**src/rtl/game_flow_ctrl.sv**
```systemverilog
// game_flow_ctrl: frame-synchronous game-flow controller for the runner game.
// Sequences IDLE -> RUN -> DYING -> OVER -> RUN, freezes the world on a hit,
// enables the end-screen overlay, gates restart on the start button and keeps
// the BCD running score and high score for the HUD.
// Optional feature: define GAME_OVER_BLINK_EN to blink the overlay in OVER.
module game_flow_ctrl #(
  parameter int DYING_FRAMES   = 30,
  parameter int LOCKOUT_FRAMES = 60,
  parameter int SCORE_DIV      = 6,
  parameter int BLINK_FRAMES   = 16
) (
  input  logic        clk,
  input  logic        rst_n,
  input  logic        frame_tick,
  input  logic        hit,
  input  logic        btn_start,
  output logic        run_en,
  output logic        clear_world,
  output logic        show_end,
  output logic [1:0]  game_state,
  output logic [15:0] score,
  output logic [15:0] hi_score
);

  // Shared frame-event counter must hold the largest frame count in use
  // (lockout saturates at LOCKOUT_FRAMES itself), and is never narrower than 8.
  localparam int MaxDL     = (DYING_FRAMES > LOCKOUT_FRAMES) ? DYING_FRAMES : LOCKOUT_FRAMES;
  localparam int MaxDS     = (MaxDL > SCORE_DIV) ? MaxDL : SCORE_DIV;
  localparam int MaxFrames = (MaxDS > BLINK_FRAMES) ? MaxDS : BLINK_FRAMES;
  localparam int CntW      = ($clog2(MaxFrames + 1) > 8) ? $clog2(MaxFrames + 1) : 8;

  localparam logic [CntW-1:0] ScoreLast   = CntW'(SCORE_DIV - 1);
  localparam logic [CntW-1:0] DyingLast   = CntW'(DYING_FRAMES - 1);
  localparam logic [CntW-1:0] LockoutDone = CntW'(LOCKOUT_FRAMES);
  localparam logic [15:0]     ScoreMax    = 16'h9999;

  typedef enum logic [1:0] {
    IDLE  = 2'd0,
    RUN   = 2'd1,
    DYING = 2'd2,
    OVER  = 2'd3
  } state_t;

  state_t          state;
  logic [CntW-1:0] frameCnt;
  logic            btnMeta;
  logic            btnSync;
  logic            btnPrev;
  logic            press;
  logic            startGame;

  // Increment a 4-digit BCD value with per-digit 9 -> 0 carry.
  function automatic logic [15:0] bcdInc(input logic [15:0] v);
    logic [15:0] r;
    logic        carry;
    r     = v;
    carry = 1'b1;
    for (int d = 0; d < 4; d++) begin
      if (carry) begin
        if (v[4*d +: 4] == 4'd9) begin
          r[4*d +: 4] = 4'd0;
        end else begin
          r[4*d +: 4] = v[4*d +: 4] + 4'd1;
          carry       = 1'b0;
        end
      end
    end
    return r;
  endfunction

  // Synchronize the raw button and register a one-cycle press on its rising edge.
  // NOTE: sequential state uses non-blocking (<=) so every flop samples pre-edge
  // values; control flops get an async reset, and there is no memory array here.
  always_ff @(posedge clk or negedge rst_n) begin
    if (!rst_n) begin
      btnMeta <= 1'b0;
      btnSync <= 1'b0;
      btnPrev <= 1'b0;
      press   <= 1'b0;
    end else begin
      btnMeta <= btn_start;
      btnSync <= btnMeta;
      btnPrev <= btnSync;
      press   <= btnSync & ~btnPrev;
    end
  end

  // A press starts a game from IDLE, or from OVER once the lockout has elapsed.
  always_comb begin
    startGame = 1'b0;
    if (press) begin
      if (state == IDLE) begin
        startGame = 1'b1;
      end else if ((state == OVER) && (frameCnt >= LockoutDone)) begin
        startGame = 1'b1;
      end
    end
  end

`ifdef GAME_OVER_BLINK_EN
  localparam logic [CntW-1:0] BlinkLast = CntW'(BLINK_FRAMES - 1);
  logic [CntW-1:0] blinkCnt;
`endif

  // Game-flow FSM with registered outputs, score and high-score tracking.
  always_ff @(posedge clk or negedge rst_n) begin
    if (!rst_n) begin
      state       <= IDLE;
      frameCnt    <= '0;
      run_en      <= 1'b0;
      clear_world <= 1'b0;
      show_end    <= 1'b0;
      score       <= '0;
      hi_score    <= '0;
`ifdef GAME_OVER_BLINK_EN
      blinkCnt    <= '0;
`endif
    end else begin
      clear_world <= 1'b0;
      if (startGame) begin
        state       <= RUN;
        frameCnt    <= '0;
        run_en      <= 1'b1;
        clear_world <= 1'b1;
        show_end    <= 1'b0;
        score       <= '0;
      end else begin
        case (state)
          RUN: begin
            // A hit freezes the world and beats a same-cycle frame tick.
            if (hit) begin
              state    <= DYING;
              frameCnt <= '0;
              run_en   <= 1'b0;
              if (score > hi_score) begin
                hi_score <= score;
              end
            end else if (frame_tick) begin
              if (frameCnt == ScoreLast) begin
                frameCnt <= '0;
                if (score != ScoreMax) begin
                  score <= bcdInc(score);
                end
              end else begin
                frameCnt <= frameCnt + CntW'(1);
              end
            end
          end
          DYING: begin
            if (frame_tick) begin
              if (frameCnt == DyingLast) begin
                state    <= OVER;
                frameCnt <= '0;
                show_end <= 1'b1;
`ifdef GAME_OVER_BLINK_EN
                blinkCnt <= '0;
`endif
              end else begin
                frameCnt <= frameCnt + CntW'(1);
              end
            end
          end
          OVER: begin
            // Lockout count saturates so a late press is still accepted.
            if (frame_tick && (frameCnt < LockoutDone)) begin
              frameCnt <= frameCnt + CntW'(1);
            end
`ifdef GAME_OVER_BLINK_EN
            if (frame_tick) begin
              if (blinkCnt == BlinkLast) begin
                blinkCnt <= '0;
                show_end <= ~show_end;
              end else begin
                blinkCnt <= blinkCnt + CntW'(1);
              end
            end
`endif
          end
          default: begin
            // IDLE waits for a press, handled by startGame.
          end
        endcase
      end
    end
  end

  assign game_state = state;

endmodule

```
**config.mk**
```make
export PLATFORM = sky130hd
export DESIGN_NAME = game_flow_ctrl
export DESIGN_NICKNAME = d
export VERILOG_FILES = /design/src/rtl/game_flow_ctrl.sv
export SDC_FILE = /design/constraint.sdc
export NUM_CORES = 1
export LEC_CHECK = 0
export CAP_MARGIN = 20
export CORE_ASPECT_RATIO = 0.8
export CORE_MARGIN = 4
export CORE_UTILIZATION = 30
export DETAILED_ROUTE_END_ITERATION = 8
export GPL_ROUTABILITY_DRIVEN = 0
export GPL_TIMING_DRIVEN = 1
export MAX_ROUTING_LAYER = met4
export PLACE_DENSITY = 0.45
export SLEW_MARGIN = 20
export SYNTH_ARGS = -nofsm -noshare
export SYNTH_HDL_FRONTEND = slang
export SYNTH_SLANG_ARGS = --single-unit
```
**constraint.sdc**
```tcl
create_clock -name clk -period 5.8 [get_ports clk]
set_clock_uncertainty 0.1 [all_clocks]
set_input_delay 0.58 -clock clk [delete_from_list [all_inputs] [get_ports clk]]
set_output_delay 0.58 -clock clk [all_outputs]
set_load 0.1 [all_outputs]
```
==> metrics.md, run 1 <==
| Metric | Value |
|---|---|
| Status | complete, no violations |
| Post-CTS sizing | 0 |
| CP Launch Type | flip-flop |
| Setup Fix Bufs, Post-CTS | 0 |
| Async SR Flop Fraction | between 90% and 100% |
| Sw power | approximately 0.8 mW |
| CTS tree | yes |
| Syn-to-layout area delta | 22.98% |
| Vias in the first global route | between 2000 and 2500 |
| Max_slew headroom | between 30 and 40% |
| Worst Setup Path Type | reg2reg |
| Commonest non-fill, non-tap cells in the layout | dfrtp_1, clkdlybuf4s50_1, ha_1 |
| DRT iter0 DRCs | 96 |
| Final cycle utilization of the critical path | between 40 and 50% |
| # port buffers | 41 |
| Post-synthesis adder-cell area fraction | around an eighth |
| Int Power | roughly 0.86 mW |
| Share of cells above drive strength 1 | 5.882% |
| Syn avg cell area | around 10 um2 |
| Reg clk slew, reported paths | around 70 ps |
| Rows | 32 |
| Max clock buf depth | 2 |
| Slew @ Worst Pin | between 1000 and 1500 ps |
| CP arrival | between 2000 and 3000 ps |
| Post-DP HPWL | between 5000 and 6000 um |
| Crit path required time | approximately 5900 ps |
| Cells after Synth | about 300 |
| Largest net degree at the start of global routing | 50 |
| Die width | 120.4 um |
| Min-Delay Startpoint | btnMeta$_DFF_PN0_ |
| Via count | ~2300 |
| Core ar. | 9769 um2 |
| Vias/cell | roughly 4.8 |
| Nets | between 300 and 400 |
| Routed Antenna Nets | 0 |
| Number of synthesis warnings | 0 |
| Max-cap violations | 0 |
| Yosys cell types | 53 |
| Crit Reg-Reg Startpoint | score[15]$_DFFE_PN0P_ |
| Worst-Skew Late Latency | ~290 ps |
| Clk pwr share | approximately 18% |
| Multi-input logic area | roughly 1700 um2 |
| CTS buffer count | 5 |
| Min-Delay Path Class | reg2reg |
| Cell Area, Synth | 3033 um2 |
| Critical path startpoint | score[15]$_DFFE_PN0P_ |
| Post-Synth XOR/XNOR Area | less than 1% |
| Synth Flop Type | dfrtp_1 |
| Combinational power share | just over 50% |
| Worst setup EP type | flip-flop |
| Clk sink count | 49 |
| First-pass GRT wire length | between 10000 and 15000 um |
| Largest family of logic cells by synthesized area | simple AND/OR/NAND/NOR gates |
| Switching portion of total power | around half |
| Sequential area share after synthesis | about two fifths |
| Post-synth EDFFs | 0 |
| Hold Vio Cnt, Final | 0 |
| Reg area | 1226 um2 |
| Die height | 97.93 um |
| Fillers | slightly above 1000 |
| # hold bufs at CTS | 0 |
| TNS Setup | 0 ps |
| Top-Level Pins | 42 |
| Cell Area, Placed | approximately 3600 um2 |
| CTS Root Cell | clkbuf_16 |
| # diodes | 0 |
| Mux cell area share after synthesis | just under 8% |
| FMAX | ~350 MHz |
| Synthesized flop and latch total | 49 |
| Die area | 11790 um2 |
| Fin area | 3730 um2 |
| Post-Synth Simple-Gate Area | between 20% and 30% |
| Commonest non-fill, non-tap cell in the layout | dfrtp_1 |
| Count of pins over their slew limit | 0 |
| Final setup slack of the worst path | ~3000 ps |
| Peak VDD IR | 0.2307 mV |
| RSZ-0062 raised after global routing | false |
| GR Overflow Total | 0 |
| Routed wire length per instance | between 10 and 15 um |
| H-tree Lvls | 2 |
| Starting Density | about 31% |
| Post-synth net total | approximately 330 |
| Total GRT Usage | approximately an eighth |
| Pre-CTS WS | 2949 ps |
| TritonRoute pass-1 iters | 4 |
| Pwr Density | 445.7 nW/um2 |
| Reg power frac | 31.3% |
| Worst-path fanout max | 16 |
| Final setup viols | 0 |
| Hold WS | 248.3 ps |
| Initial antenna violation count | 0 |
| Post-route DRC | 0 |
| Complex-gate fraction of the synthesized area | 12.87% |
| Routed WL | between 7000 and 8000 um |
| Post-layout minimum cycle time | roughly 2800 ps |
| Lkg Pwr | between 1.5 and 2 nW |
==> state kept, by name, summed over array words and instances (netlist names) <==
register,cells
btnSync,1
score,16
press,1
clear_world,1
run_en,1
game_state,2
btnPrev,1
btnMeta,1
frameCnt,8
show_end,1
hi_score,16
==> cell usage after synthesis, types with 2 or more instances <==
| library cell | instances | area [um2] |
|---|---|---|
| dfrtp_1 | 49 | 1226 |
| nand2b_1 | 7 | 43.79 |
| nor4_1 | 3 | 18.77 |
| a21bo_1 | 2 | 20.02 |
| nor2b_1 | 5 | 31.28 |
| nand3_1 | 11 | 55.05 |
| a311oi_1 | 2 | 17.52 |
| nor3_2 | 2 | 20.02 |
| nand3b_1 | 5 | 37.54 |
| and3b_1 | 4 | 35.03 |
| nor2_1 | 25 | 93.84 |
| a221o_1 | 5 | 50.05 |
| and3_1 | 8 | 50.05 |
| buf_2 | 2 | 10.01 |
| a31o_1 | 2 | 17.52 |
| a21oi_1 | 18 | 90.09 |
| nor3_1 | 4 | 20.02 |
| inv_1 | 27 | 101.4 |
| xnor2_1 | 3 | 26.28 |
| o21ai_0 | 4 | 20.02 |
| mux2_1 | 14 | 157.7 |
| clkbuf_1 | 3 | 11.26 |
| nand2_1 | 15 | 56.30 |
| a211o_1 | 3 | 26.28 |
| nand4_1 | 3 | 18.77 |
| a41oi_1 | 2 | 17.52 |
| or3_1 | 2 | 12.51 |
| o21ai_1 | 3 | 15.01 |
| ha_1 | 32 | 400.4 |
| a21o_1 | 2 | 15.01 |
| mux2i_1 | 8 | 80.08 |
==> path summary, 6_finish.rpt <==
kind                                                 to  slack (ps)  cells past startpoint
worst max-delay path            hi_score[8]$_DFFE_PN0P_        2960                      6
worst min-delay path                  btnSync$_DFF_PN0_         250                      0
worst max register to register  hi_score[8]$_DFFE_PN0P_        2960                      6
worst min register to register        btnSync$_DFF_PN0_         250                      0
max in group asynchronous          show_end$_DFFE_PN0P_        4860                      2
min in group asynchronous       hi_score[0]$_DFFE_PN0P_         310                      2
==> routing by layer <==
layer	global-route usage [%]	vias to the layer above	share of wire, %
met2	17.99	29	41
met3	2.606	8	2.6
met5	-	-	0
met4	3.659	0	1.2
li1	-	1142	-
met1	19.78	1096	56
==> cell type report <==
type,instances,share of cell area [%]
tap,136,4.562
inverter,28,2.818
sequential,49,32.87
clock buffer,7,3.824
timing repair buffer,42,11.07
multi-input combinational,214,44.85
==> power groups by stage <==
stage                     registers [mW]  clock network, mW  logic [mW]
after global placement             0.530                  0       0.849
after floorplan                    0.793                  0       0.381
after detailed placement           0.528                  0       0.846
after CTS                          0.522              0.308       0.850
final                              0.521              0.296       0.846
after global routing               0.539              0.320       0.918
==> logic make-up (layout without fill, tap and decap cells) <==
logic type	after synthesis	in the layout
XOR/XNOR	3	3
AO/OA/AOI/OAI	52	52
adder cells (fa/ha/maj)	32	32
multiplexers	22	22
AND/OR/NAND/NOR	105	105
buffers and inverters	34	77
flip-flops	49	49
==> worst max-delay path, stage by stage, from the launching register on <==
cell,delay (ps)
dfrtp_1,450
ha_1,350
nand4_1,180
nor4_1,440
o21ai_1,190
a31oi_4,610
mux2_1,390
==> stage by stage <==
| stage | instances | total power [mW] | utilization, % |
|---|---|---|---|
| floorplan | 297 | 1.174 | - |
| global placement | 469 | 1.378 | 36.72 |
| detailed placement | 469 | 1.374 | 36.72 |
| CTS | 476 | 1.681 | 38.18 |
| global route | 476 | 1.777 | 38.18 |
| finish | 476 | 1.663 | 38.18 |
No activity file was read; power rests on OpenSTA's default activity.
==> run 2: changes to the inputs <==
- PLACE_DENSITY: 0.45 -> 0.47
- clock period: 5.8 -> 2.6 ns (I/O delays scaled with it)
==> metrics.md, run 2 (synthesized netlist as in run 1, its figures left out) <==
| Metric | Value |
|---|---|
| Count of pins over their slew limit | 0 (unchanged) |
| Final Power | 3.836 mW (was 1.663 mW) |
| Pwr Density | 996.6 nW/um2 (was 445.7 nW/um2) |
| Vias in the first global route | 2341 (was 2292) |
| Die area | 11790 um2 (unchanged) |
| H-tree Lvls | 2 (unchanged) |
| DRT iter0 DRCs | 122 (was 96) |
| Routed WL | 7444 um (was 7078 um) |
| Max stage delay on crit path | 460 ps (was 610 ps) |
| Fillers | 984 (was 1007) |
| TritonRoute pass-1 iters | 4 (unchanged) |
| Top-Level Pins | 42 (unchanged) |
| CP Launch Type | flip-flop (unchanged) |
| # port buffers | 41 (unchanged) |
| Clk sink count | 49 (unchanged) |
| Routed wire length per instance | 15.13 um (was 14.87 um) |
| Commonest non-fill, non-tap cells in the layout | buf_4, ha_1, inv_1 (was dfrtp_1, clkdlybuf4s50_1, ha_1) |
| CP arrival | 2490 ps (was 2910 ps) |
| Share of cells above drive strength 1 | 30.34% (was 5.882%) |
| Starting Density | 31.05% (unchanged) |
| Die height | 97.93 um (unchanged) |
| Max_slew headroom | 50.19% (was 32.71%) |
| Core ar. | 9769 um2 (unchanged) |
| Hold WS | 254.3 ps (was 248.3 ps) |
| Final setup viols | 0 (unchanged) |
| Post-route DRC | 0 (unchanged) |
| Switching portion of total power | 47.55% (was 48.28%) |
| Syn-to-layout area delta | 26.90% (was 22.98%) |
| Reg power frac | 30.2% (was 31.3%) |
| Final setup slack of the worst path | 183.3 ps (was 2962 ps) |
| Rows | 32 (unchanged) |
| Critical path's slowest cell | dfrtp_2 (was a31oi_4) |
| Via count | 2329 (was 2275) |
| RSZ-0062 raised after global routing | false (unchanged) |
| Routed Antenna Nets | 0 (unchanged) |
| Status | complete, no violations (unchanged) |
| Sw power | 1.824 mW (was 0.8026 mW) |
| Worst setup EP type | flip-flop (unchanged) |
| CTS tree | yes (unchanged) |
| Top delay family on crit path | simple AND/OR/NAND/NOR gates (was compound AO/OA/AOI/OAI gates) |
| Worst hold stages | 0 (unchanged) |
| Cell Area, Placed | 3681 um2 (was 3587 um2) |
| Crit path required time | 2670 ps (was 5870 ps) |
| Worst reg2reg path depth | 7 (was 6) |
| Worst Setup Path Type | reg2reg (unchanged) |
| Combinational power share | 51.7% (was 50.9%) |
| CTS Root Cell | clkbuf_16 (unchanged) |
| First-pass GRT wire length | 12770 um (was 12180 um) |
| Post-CTS sizing | 0 (unchanged) |
| Fin area | 3849 um2 (was 3730 um2) |
| Peak VDD IR | 0.2808 mV (was 0.2307 mV) |
| TNS Setup | 0 ps (unchanged) |
| Nets | 392 (was 377) |
| Total GRT Usage | 13.87% (was 13.22%) |
| Lkg Pwr | 1.742 nW (was 1.643 nW) |
| Crit-path cells | ha_1 > nand4_1 > nor4_2 > o21ai_1 > a31oi_4 > buf_4 > mux2_1 (was ha_1 > nand4_1 > nor4_1 > o21ai_1 > a31oi_4 > mux2_1) |
| CP bufs+invs | 1 (was 0) |
| Clk pwr share | 18.1% (was 17.8%) |
| Int Power | 2.012 mW (was 0.8599 mW) |
| Fin util | 39.40% (was 38.18%) |
| # diodes | 0 (unchanged) |
| Max clock buf depth | 2 (unchanged) |
| Reg clk slew, reported paths | 70 ps (about the same) |
| Final cycle utilization of the critical path | 92.95% (was 48.92%) |
| Registers with the most flip-flops | hi_score (16), score (16), frameCnt (8) (unchanged) |
| Post-layout minimum cycle time | 2417 ps (was 2838 ps) |
| Initial antenna violation count | 0 (unchanged) |
| Max-cap violations | 0 (unchanged) |
| FMAX | 413.8 MHz (was 352.4 MHz) |
| GR Overflow Total | 0 (unchanged) |
| Placed Instances | 483 (was 469) |
| CTS buffer count | 5 (unchanged) |
| Pre-CTS WS | 104.8 ps (was 2949 ps) |
| Commonest non-fill, non-tap cell in the layout | buf_4 (was dfrtp_1) |
| CP Depth | 7 (was 6) |
| Post-DP HPWL | 5660 um (was 5036 um) |
| Non-Filler Instances | 492 (was 476) |
| Worst-path fanout max | 7 (was 16) |
| Die width | 120.4 um (unchanged) |
| Slew @ Worst Pin | 747.2 ps (was 1006 ps) |
| Worst-Skew Late Latency | 290 ps (about the same) |
| Hold Vio Cnt, Final | 0 (unchanged) |
| Largest net degree at the start of global routing | 31 (was 50) |
| Vias/cell | 4.734 (was 4.779) |
| Min-Delay Path Class | reg2reg (unchanged) |
## run 2: changes by cell type in the layout (fill, tap and decap cells not counted)
cell	previous run	this run
buf_4	1	52
clkdlybuf4s50_1	40	3
dfrtp_1	49	15
dfrtp_2	0	21
dfrtp_4	0	13
clkbuf_1	1	0
clkbuf_8	1	2
clkinv_2	0	1
dlygate4sd3_1	0	1
nor4_1	3	2
nor4_2	1	2
## run 2: final timing paths
check	startpoint	to	slack (ps)
hold / removal	btnMeta$_DFF_PN0_	btnSync$_DFF_PN0_	250
max in group asynchronous	rst_n	hi_score[9]$_DFFE_PN0P_	1240
min in group asynchronous	rst_n	game_state[1]$_DFFE_PN0P_	480
setup / recovery	score[9]$_DFFE_PN0P_	hi_score[8]$_DFFE_PN0P_	180
setup reg to reg	score[9]$_DFFE_PN0P_	hi_score[8]$_DFFE_PN0P_	180
hold reg to reg	btnMeta$_DFF_PN0_	btnSync$_DFF_PN0_	250
## run 2: worst register-to-register path: cells and delay by family, from the launching register on
kind	cells	cell delay, ps
fa+ha+maj	1	310
compound gates	2	400
buf+inv	1	200
flops	1	460
simple gates	2	480
mux	1	330
## run 2: timing repair
action	CTS	global route
endpoints found under the hold margin	28	0
hold buffers	1	0
endpoints found under the setup margin	0	12
buffers inserted	0	0
## run 2: power groups by stage
stage | clock [mW] | combinational (mW) | sequential (mW)
2_1_floorplan | 0 | 0.856 | 1.81
3_3_place_gp | 0 | 1.99 | 1.17
3_5_place_dp | 0 | 1.99 | 1.17
4_1_cts | 0.727 | 2.00 | 1.16
5_1_grt | 0.754 | 2.16 | 1.19
6_report | 0.696 | 1.98 | 1.16
## run 2: area by class of cell
type / instances / area (um2) / area share, %
clock buffer: 7 / 152.6 / 3.966
multi-input combinational: 214 / 1679 / 43.63
timing repair buffer: 57 / 435.4 / 11.31
sequential: 49 / 1301 / 33.81
tap: 136 / 170.2 / 4.421
inverter: 28 / 105.1 / 2.731
clock inverter: 1 / 5.005 / 0.1300
## run 2: layer usage
metal	part of all wire, %	routed length [um]	up-vias	GRT usage, %
met5	0	0	-	-
met4	1.1	81	0	3.397
met3	5.1	383	7	3.764
met2	40	2981	43	18.94
met1	54	3998	1103	20.21
li1	-	-	1176	-
==> run 3: changes to the inputs <==
- CELL_PAD_IN_SITES_DETAIL_PLACEMENT: default -> 1
- CELL_PAD_IN_SITES_GLOBAL_PLACEMENT: default -> 2
- PLACE_DENSITY: 0.47 -> 0.69
- SETUP_SLACK_MARGIN: default -> 0.5
==> metrics.md, run 3 (synthesized netlist as in run 1, its figures left out) <==
| Metric | Value |
|---|---|
| Status | complete, no violations (unchanged) |
| CP Launch Type | flip-flop (unchanged) |
| Worst setup EP type | flip-flop (unchanged) |
| Clk pwr share | 15.2% (was 18.1%) |
| Hold WS | 17.95 ps (was 254.3 ps) |
| Rows | 32 (unchanged) |
| Post-route DRC | 0 (unchanged) |
| Reg clk slew, reported paths | 70 ps (about the same) |
| Die width | 120.4 um (unchanged) |
| Sw power | 2.017 mW (was 1.824 mW) |
| Max stage delay on crit path | 480 ps (was 460 ps) |
| Vias/cell | 4.912 (was 4.734) |
| # port buffers | 41 (unchanged) |
| Total GRT Usage | 16.56% (was 13.87%) |
| Die area | 11790 um2 (unchanged) |
| Post-DP HPWL | 6038 um (was 5660 um) |
| CTS buffer count | 5 (unchanged) |
| FMAX | 409.9 MHz (was 413.8 MHz) |
| Via count | 2613 (was 2329) |
| RSZ-0062 raised after global routing | true (was false) |
| Worst-path fanout max | 8 (was 7) |
| Syn-to-layout area delta | 52.02% (was 26.90%) |
| Routed WL | 9366 um (was 7444 um) |
| Reg power frac | 28.4% (was 30.2%) |
| Lkg Pwr | 2.048 nW (was 1.742 nW) |
| Pre-CTS WS | 144.7 ps (was 104.8 ps) |
| Vias in the first global route | 2747 (was 2341) |
| TNS Setup | 0 ps (unchanged) |
| Starting Density | 31.05% (unchanged) |
| Critical path's slowest cell | dfrtp_4 (was dfrtp_2) |
| Switching portion of total power | 47.18% (was 47.55%) |
| Cell Area, Placed | 3789 um2 (was 3681 um2) |
| First-pass GRT wire length | 15040 um (was 12770 um) |
| Final setup slack of the worst path | 160.5 ps (was 183.3 ps) |
| Worst Setup Path Type | reg2reg (unchanged) |
| CP arrival | 2510 ps (was 2490 ps) |
| Crit-path cells | ha_1 > nand4_1 > nor4_2 > buf_4 > a211o_1 > a31oi_4 > buf_6 > buf_12 > mux2_4 (was ha_1 > nand4_1 > nor4_2 > o21ai_1 > a31oi_4 > buf_4 > mux2_1) |
| Clk sink count | 49 (unchanged) |
| Largest net degree at the start of global routing | 38 (was 31) |
| Die height | 97.93 um (unchanged) |
| Min-Delay Path Class | in2async (was reg2reg) |
| H-tree Lvls | 2 (unchanged) |
| Int Power | 2.258 mW (was 2.012 mW) |
| Max-cap violations | 0 (unchanged) |
| Top-Level Pins | 42 (unchanged) |
| Fin area | 4611 um2 (was 3849 um2) |
| Commonest non-fill, non-tap cells in the layout | buf_4, nor2_1, dfrtp_4 (was buf_4, ha_1, inv_1) |
| Registers with the most flip-flops | hi_score (16), score (16), frameCnt (8) (unchanged) |
| Routed wire length per instance | 17.61 um (was 15.13 um) |
| TritonRoute pass-1 iters | 4 (unchanged) |
| Max clock buf depth | 2 (unchanged) |
| Peak VDD IR | 0.4809 mV (was 0.2808 mV) |
| Final cycle utilization of the critical path | 93.83% (was 92.95%) |
| Crit path required time | 2670 ps (about the same) |
| Core ar. | 9769 um2 (unchanged) |
| Share of cells above drive strength 1 | 52.53% (was 30.34%) |
| Top delay family on crit path | compound AO/OA/AOI/OAI gates (was simple AND/OR/NAND/NOR gates) |
| Reg area | 1329 um2 (was 1301 um2) |
| Fillers | 1087 (was 984) |
| Final Power | 4.276 mW (was 3.836 mW) |
| Slew @ Worst Pin | 943.6 ps (was 747.2 ps) |
| Max_slew headroom | 37.09% (was 50.19%) |
| GR Overflow Total | 0 (unchanged) |
| CP bufs+invs | 3 (was 1) |
| CTS tree | yes (unchanged) |
| Hold Vio Cnt, Final | 0 (unchanged) |
| Nets | 432 (was 392) |
| Combinational power share | 56.4% (was 51.7%) |
| Post-layout minimum cycle time | 2439 ps (was 2417 ps) |
| Initial antenna violation count | 0 (unchanged) |
| Final setup viols | 0 (unchanged) |
| CTS Root Cell | clkbuf_16 (unchanged) |
| Worst-Skew Late Latency | 290 ps (about the same) |
| DRT iter0 DRCs | 117 (was 122) |
| Commonest non-fill, non-tap cell in the layout | buf_4 (unchanged) |
| Multi-input logic area | 2052 um2 (was 1679 um2) |
| Routed Antenna Nets | 0 (unchanged) |
| # diodes | 0 (unchanged) |
| Count of pins over their slew limit | 0 (unchanged) |
| Pwr Density | 927.3 nW/um2 (was 996.6 nW/um2) |
[run 3: cell count changes in the layout (fill, tap and decap cells not counted), moves of 8 or more]
cell | previous run | this run
mux2_1 | 14 | 0
buf_4 | 52 | 78
mux2_4 | 0 | 14
dfrtp_2 | 21 | 13
ha_4 | 0 | 9
dfrtp_4 | 13 | 23
ha_1 | 32 | 21
inv_1 | 27 | 19
buf_6 | 0 | 11
[run 3: layout make-up]
class | instances | area share (%)
clock inverter | 1 | 0.1085
inverter | 28 | 2.388
timing repair buffer | 96 | 17.61
sequential | 49 | 28.82
multi-input combinational | 215 | 44.50
clock buffer | 7 | 2.877
tap | 136 | 3.691
[run 3: path summary, 6_finish.rpt]
check	from	endpoint	slack, ps	cells after the start
setup / recovery	score[12]$_DFFE_PN0P_	hi_score[4]$_DFFE_PN0P_	160	9
hold / removal	rst_n	hi_score[0]$_DFFE_PN0P_	20	1
setup reg to reg	score[12]$_DFFE_PN0P_	hi_score[4]$_DFFE_PN0P_	160	9
hold reg to reg	btnMeta$_DFF_PN0_	btnSync$_DFF_PN0_	250	0
max in group asynchronous	rst_n	game_state[1]$_DFFE_PN0P_	1670	2
min in group clk	btnMeta$_DFF_PN0_	btnSync$_DFF_PN0_	250	0
[run 3: timing repair]
action	CTS	global route
pin swaps	14	17
setup endpoints to repair	37	40
resized for setup	36	32
hold buffers	0	0
setup buffers	33	15
gates cloned	2	0
[run 3: power groups by stage]
stage	Clock [mW]	Combinational [mW]	Sequential, mW
3_3_place_gp	0	2.05	1.22
5_1_grt	0.712	2.58	1.25
3_5_place_dp	0	2.08	1.23
2_1_floorplan	0	1.01	1.84
4_1_cts	0.675	2.28	1.22
6_report	0.649	2.41	1.22
[run 3: metrics by stage]
step                utilization [%]  instances
floorplan                         -        297
global placement              38.78        474
detailed placement            38.78        474
CTS                           44.70        517
global route                  47.20        532
finish                        47.20        532
[run 3: routing by layer]
| metal | track usage [%] | part of all wire [%] | vias to the layer above | wire length [um] |
|---|---|---|---|---|
| li1 | - | - | 1261 | - |
| met1 | 24.44 | 50 | 1295 | 4701 |
| met2 | 24.35 | 45 | 52 | 4257 |
| met3 | 2.837 | 3.9 | 5 | 365 |
| met4 | 2.352 | 0.46 | 0 | 43 |
| met5 | - | 0 | - | 0 |
